File: config.mk
export PLATFORM = sky130hd
export DESIGN_NAME = spi_embed_loader
export DESIGN_NICKNAME = d
export VERILOG_FILES = /design/src/rtl/spi_loader_pkg.sv /design/src/rtl/spi_sync_edge.sv /design/src/rtl/spi_embed_loader.sv
export SDC_FILE = /design/constraint.sdc
export NUM_CORES = 1
export LEC_CHECK = 0
export BUFFER_PORTS_ARGS = -buffer_cell sky130_fd_sc_hd__buf_2
export CORE_ASPECT_RATIO = 1.75
export CORE_MARGIN = 5
export CORE_UTILIZATION = 40
export CTS_CLUSTER_DIAMETER = 60
export CTS_CLUSTER_SIZE = 25
export DETAILED_ROUTE_END_ITERATION = 8
export PLACE_DENSITY = 0.66
export SKIP_LAST_GASP = 1
export SLEW_MARGIN = 20
export SYNTH_ARGS = -nofsm -noshare
export SYNTH_HDL_FRONTEND = slang
export SYNTH_SLANG_ARGS = --single-unit
export TNS_END_PERCENT = 100
File: constraint.sdc
create_clock -name i_clk -period 2.1 [get_ports i_clk]
set_input_delay 0.42 -clock i_clk [delete_from_list [all_inputs] [get_ports i_clk]]
set_output_delay 0.42 -clock i_clk [all_outputs]
set_load 0.02 [all_outputs]
File: src/rtl/spi_loader_pkg.sv
// Shared types and constants for the serial program-load slave (spi_embed_loader).
package spi_loader_pkg;

  localparam int FRAME_ADDR_BITS = 24;
  localparam int FRAME_DATA_BITS = 16;
  localparam int SYNC_DEPTH      = 2;
  localparam int CNT_W           = 5;

  typedef enum logic [2:0] {
    IDLE,
    ADDR,
    WE,
    DATA,
    BUS,
    RDOUT
  } loader_state_e;

endpackage

File: src/rtl/spi_sync_edge.sv
// Multi-flop synchroniser for an asynchronous pin plus a registered edge detector.
// Flops reset to the pin's idle level so no spurious edge is seen after reset.
module spi_sync_edge
  import spi_loader_pkg::*;
#(
  parameter logic RESET_VAL = 1'b1
) (
  input  logic clk,
  input  logic rst_n,
  input  logic i_async,
  output logic o_level,
  output logic o_rise,
  output logic o_fall
);

  logic [SYNC_DEPTH-1:0] sync_q, sync_d;
  logic                  prev_q, prev_d;
  logic                  rise_q, rise_d;
  logic                  fall_q, fall_d;

  always_comb begin
    sync_d = {sync_q[SYNC_DEPTH-2:0], i_async};
    prev_d = sync_q[SYNC_DEPTH-1];
    rise_d = sync_q[SYNC_DEPTH-1] & ~prev_q;
    fall_d = ~sync_q[SYNC_DEPTH-1] & prev_q;
  end

  always_ff @(posedge clk or negedge rst_n) begin
    if (!rst_n) begin
      sync_q <= {SYNC_DEPTH{RESET_VAL}};
      prev_q <= RESET_VAL;
      rise_q <= 1'b0;
      fall_q <= 1'b0;
    end else begin
      sync_q <= sync_d;
      prev_q <= prev_d;
      rise_q <= rise_d;
      fall_q <= fall_d;
    end
  end

  assign o_level = sync_q[SYNC_DEPTH-1];
  assign o_rise  = rise_q;
  assign o_fall  = fall_q;

endmodule

File: src/rtl/spi_embed_loader.sv
// Serial program-load slave: deserialises LSB-first address/data frames and issues bus writes.
// Optional read-back through miso is enabled with the SPI_LOADER_READ_EN macro.
module spi_embed_loader
  import spi_loader_pkg::*;
#(
  parameter int ADDR_W = FRAME_ADDR_BITS,
  parameter int DATA_W = FRAME_DATA_BITS
) (
  input  logic              i_clk,
  input  logic              i_rst_n,
  input  logic              i_en,
  input  logic              i_spi_clk,
  input  logic              i_spi_mosi,
  output logic              o_spi_miso,
  output logic              o_req,
  output logic              o_we,
  output logic [ADDR_W-1:0] o_addr,
  output logic [DATA_W-1:0] o_data,
  input  logic [DATA_W-1:0] i_data,
  input  logic              i_ack,
  input  logic              i_err,
  output logic              o_err
);

  localparam int AIDX_W = $clog2(ADDR_W);
  localparam int DIDX_W = $clog2(DATA_W);
  localparam logic [CNT_W-1:0] ADDR_LAST = CNT_W'(ADDR_W - 1);
  localparam logic [CNT_W-1:0] DATA_LAST = CNT_W'(DATA_W - 1);

  loader_state_e     state_q, state_d;
  logic [CNT_W-1:0]  cnt_q, cnt_d;
  logic [ADDR_W-1:0] addr_q, addr_d;
  logic [DATA_W-1:0] data_q, data_d;
  logic              we_q, we_d;
  logic              err_q, err_d;

  logic clk_lvl, clk_rise, clk_fall;
  logic mosi_lvl, mosi_rise, mosi_fall;
  logic unused_sigs;

  spi_sync_edge #(.RESET_VAL(1'b1)) u_sync_clk (
    .clk     (i_clk),
    .rst_n   (i_rst_n),
    .i_async (i_spi_clk),
    .o_level (clk_lvl),
    .o_rise  (clk_rise),
    .o_fall  (clk_fall)
  );

  // mosi only needs its level; it is stable around the delayed spi_clk rise strobe
  spi_sync_edge #(.RESET_VAL(1'b1)) u_sync_mosi (
    .clk     (i_clk),
    .rst_n   (i_rst_n),
    .i_async (i_spi_mosi),
    .o_level (mosi_lvl),
    .o_rise  (mosi_rise),
    .o_fall  (mosi_fall)
  );

  always_comb begin
    state_d = state_q;
    cnt_d   = cnt_q;
    addr_d  = addr_q;
    data_d  = data_q;
    we_d    = we_q;
    err_d   = err_q;

    case (state_q)
      IDLE: begin
        if (i_en && clk_rise && !mosi_lvl) begin
          state_d = ADDR;
          cnt_d   = '0;
          err_d   = 1'b0;
        end
      end

      ADDR: begin
        if (clk_rise) begin
          addr_d[cnt_q[AIDX_W-1:0]] = mosi_lvl;
          if (cnt_q == ADDR_LAST) begin
            state_d = WE;
            cnt_d   = '0;
          end else begin
            cnt_d = cnt_q + 5'd1;
          end
        end
      end

      WE: begin
        if (clk_rise) begin
          we_d = mosi_lvl;
          if (mosi_lvl) begin
            state_d = DATA;
            cnt_d   = '0;
          end else begin
`ifdef SPI_LOADER_READ_EN
            state_d = BUS;
`else
            state_d = IDLE;
`endif
          end
        end
      end

      DATA: begin
        if (clk_rise) begin
          data_d[cnt_q[DIDX_W-1:0]] = mosi_lvl;
          if (cnt_q == DATA_LAST) begin
            state_d = BUS;
          end else begin
            cnt_d = cnt_q + 5'd1;
          end
        end
      end

      // spi strobes are ignored here; only the bus response moves us on
      BUS: begin
        if (i_ack || i_err) begin
          err_d   = err_q | i_err;
          state_d = IDLE;
`ifdef SPI_LOADER_READ_EN
          if (!we_q && i_en) begin
            state_d = RDOUT;
            data_d  = i_data;
            cnt_d   = '0;
          end
`endif
        end
      end

`ifdef SPI_LOADER_READ_EN
      RDOUT: begin
        if (clk_fall) begin
          if (cnt_q == DATA_LAST) begin
            state_d = IDLE;
          end else begin
            cnt_d = cnt_q + 5'd1;
          end
        end
      end
`endif

      default: state_d = IDLE;
    endcase

    if (!i_en && state_q != BUS) begin
      state_d = IDLE;
    end
  end

  always_ff @(posedge i_clk or negedge i_rst_n) begin
    if (!i_rst_n) begin
      state_q <= IDLE;
      cnt_q   <= '0;
      addr_q  <= '0;
      data_q  <= '0;
      we_q    <= 1'b0;
      err_q   <= 1'b0;
    end else begin
      state_q <= state_d;
      cnt_q   <= cnt_d;
      addr_q  <= addr_d;
      data_q  <= data_d;
      we_q    <= we_d;
      err_q   <= err_d;
    end
  end

  assign o_req  = (state_q == BUS);
  assign o_addr = addr_q;
  assign o_data = data_q;
  assign o_err  = err_q;

`ifdef SPI_LOADER_READ_EN
  assign o_we        = we_q;
  assign o_spi_miso  = (state_q == BUS) ||
                       ((state_q == RDOUT) && data_q[cnt_q[DIDX_W-1:0]]);
  assign unused_sigs = ^{clk_lvl, mosi_rise, mosi_fall};
`else
  assign o_we        = 1'b1;
  assign o_spi_miso  = (state_q == BUS);
  assign unused_sigs = ^{i_data, clk_fall, clk_lvl, mosi_rise, mosi_fall, we_q};
`endif

endmodule

==> results.toml <==
[run_status]
status = "finished, final reports clean"

[sta]
fin_ws_ns = 0.0661
skew_ns = 0.00700
clock.fmax_ghz = 0.492
finalCritPeriodShare = 0.969
finalSetupViolCount = 0
rsz0062_at_grt = "no"
fin_crit_ns = 2.03
whs_ns = 0.101
drv_slew = 0
finalHoldViolations = 0
tns_ns = 0

[route]
drt_iter0_drc = 89
wl_per_cell_um = 14.2
vias = 1780
via_per_inst = 4.89
drc = 0
wirelength_mm = 5.17
first_pass_iters = 4
antenna_left = 0

[clock_network]
clk_latency_ns = 0.31
root_buffer = "clkbuf_8"
cts.sinks = 55
htree_levels = 2
cts_tree = "done"
cts-resized-gates = 0
clkTransAtPathRegs_ns = 0.09
clk_path_buf_depth = 2
cts_made_buffers = 5

[synthesis]
synth_ff_type = "dfrtp_1"
syn-cell-area_um2 = 2540
synth_fp_nets = 254
ys_async_sr_fraction = 1.00
syn_avg_cell_area_um2 = 11.2
synth_cell_types = 32
synth-seq-area-share = 0.544
synth_warnings = 0
syn_inst = 226
synth_seq_cells = 55
synth_edf_count = 0

[global_route]
grt_max_degree = 30
grt_usage = 0.140
antenna_found_initial = 0
grt_pass1_vias = 1824
gr-total-overflow = 0
grt_pass1_wl_mm = 9.02

[final_layout]
layout_commonest_cell = "dfrtp_1"
areaGrowthSynthToFinish_pct = 20.3
diodes = 0
fillCellCount = 588
drive_gt1_frac = 0.289
final_util = 0.495
layout_common_cells = "dfrtp_1, buf_2, mux2_1, nand2_1, buf_4"
nets = 312

[placed_design]
port_buffers = 49
hpwl_mm = 3.98
place_ws_ns = 0.100
routabilityCongestion = 0.837

[power]
power_density_nw_per_um2 = 720
ir_drop_uv = 397
finalPower_mw = 2.20
p_leak_nw = 1.63

[min_path]
worstHoldPathType = "input port to asynchronous set/reset pin"

[floorplanning]
core-area_um2 = 6180
start_util = 0.411
io_pins = 67
die_h_um = 115
fp-row-count = 38
die-area_um2 = 8110
die_x_um = 70.3

[flow_run]
drv_cap = 0

[critical_path]
critPathKind = "flip-flop to flip-flop"
end_kind = "flip-flop"
critPathArrivalTime_ns = 2.28
crit_path_max_fanout = 2
critPathLaunchType = "flip-flop"
crit_required_ns = 2.34
## layer usage
metal | up-vias | global-route usage | part of all wire | wire (um)
li1 | 873 | - | - | -
met1 | 862 | 0.153 | 0.38 | 1980
met2 | 39 | 0.256 | 0.55 | 2840
met3 | 6 | 0.0347 | 0.048 | 250
met4 | 0 | 0.0575 | 0.018 | 94
met5 | - | 0 | 0 | 0
## what timing repair did
action,in CTS,in global routing
hold buffers,0,0
endpoints found under the setup margin,0,2
buffers inserted,0,1
## path summary, 6_finish.rpt
check                                           startpoint                               to  slack [ns]  cells after the start
min in group i_clk                               i_spi_clk   u_sync_clk.sync_q[0]$_DFF_PN1_        0.21                      1
max                                   cnt_q[1]$_DFFE_PN0P_             cnt_q[3]$_DFFE_PN0P_        0.07                      8
min reg2reg                u_sync_mosi.sync_q[0]$_DFF_PN1_  u_sync_mosi.sync_q[1]$_DFF_PN1_        0.36                      0
min                                                i_rst_n           o_data[11]$_DFFE_PN0P_        0.10                      2
max in group asynchronous                          i_rst_n      u_sync_clk.prev_q$_DFF_PN1_        1.66                      2
max reg2reg                           cnt_q[1]$_DFFE_PN0P_             cnt_q[3]$_DFFE_PN0P_        0.07                      8
## Yosys cell counts, types with 5 or more instances
library cell  number  area share
dfstp_2            5       0.052
inv_1              5      0.0074
dfrtp_1           50        0.49
nand2_1           34       0.050
and2_1             7       0.017
nor2_1             5      0.0074
ha_1               5       0.025
mux2_1            40        0.18
nand3_1           16       0.031
nor2b_1            8       0.020
buf_2              6       0.012
and3_1             7       0.017
clkbuf_1           7       0.010
## registers in the layout (all words and copies together), names as in the netlist
name	cells
u_sync_clk.o_rise	1
u_sync_clk.sync_q	2
state_q	3
o_err	1
o_addr	24
u_sync_mosi.sync_q	2
u_sync_clk.prev_q	1
o_data	16
cnt_q	5
## cells by family after synthesis
kind of cell,count (synthesis),share of synthesized area
adder cells (fa/ha/maj),5,0.0246
other,1,0.00147
AO/OA/AOI/OAI,16,0.0413
multiplexers,41,0.181
flip-flops,55,0.544
AND/OR/NAND/NOR,86,0.168
buffers and inverters,22,0.0399
## critical path, stage by stage, from the launching register on
cell	delay, ns
dfrtp_1	0.42
ha_4	0.17
and3_1	0.14
ha_1	0.18
nand2b_1	0.16
o21a_1	0.11
a221o_1	0.29
or4_1	0.40
nand3_1	0.09
## where the power goes
| part | leakage (nW) | internal (mW) | switching, mW |
|---|---|---|---|
| Combinational | 0.832 | 0.145 | 0.243 |
| Sequential | 0.747 | 1.11 | 0.0301 |
| Clock | 0.0513 | 0.350 | 0.320 |
| Total | 1.63 | 1.61 | 0.594 |
## stage by stage
step / instance area (um^2) / instances
after floorplan: 2560 / 226
after global placement: 2950 / 356
after detailed placement: 2950 / 356
after CTS: 3050 / 363
after global routing: 3060 / 364
final: 3060 / 364
## final cells by class
class / count / area (um^2) / share of cell area
Sequential cell: 55 / 1380 / 0.452
Multi-Input combinational cell: 149 / 1070 / 0.350
Timing Repair Buffer: 67 / 380 / 0.124
Tap cell: 80 / 100 / 0.0327
Clock buffer: 6 / 72.6 / 0.0237
Clock inverter: 1 / 30.0 / 0.00982
Inverter: 6 / 22.5 / 0.00736
(Power assumes the default switching activity.)
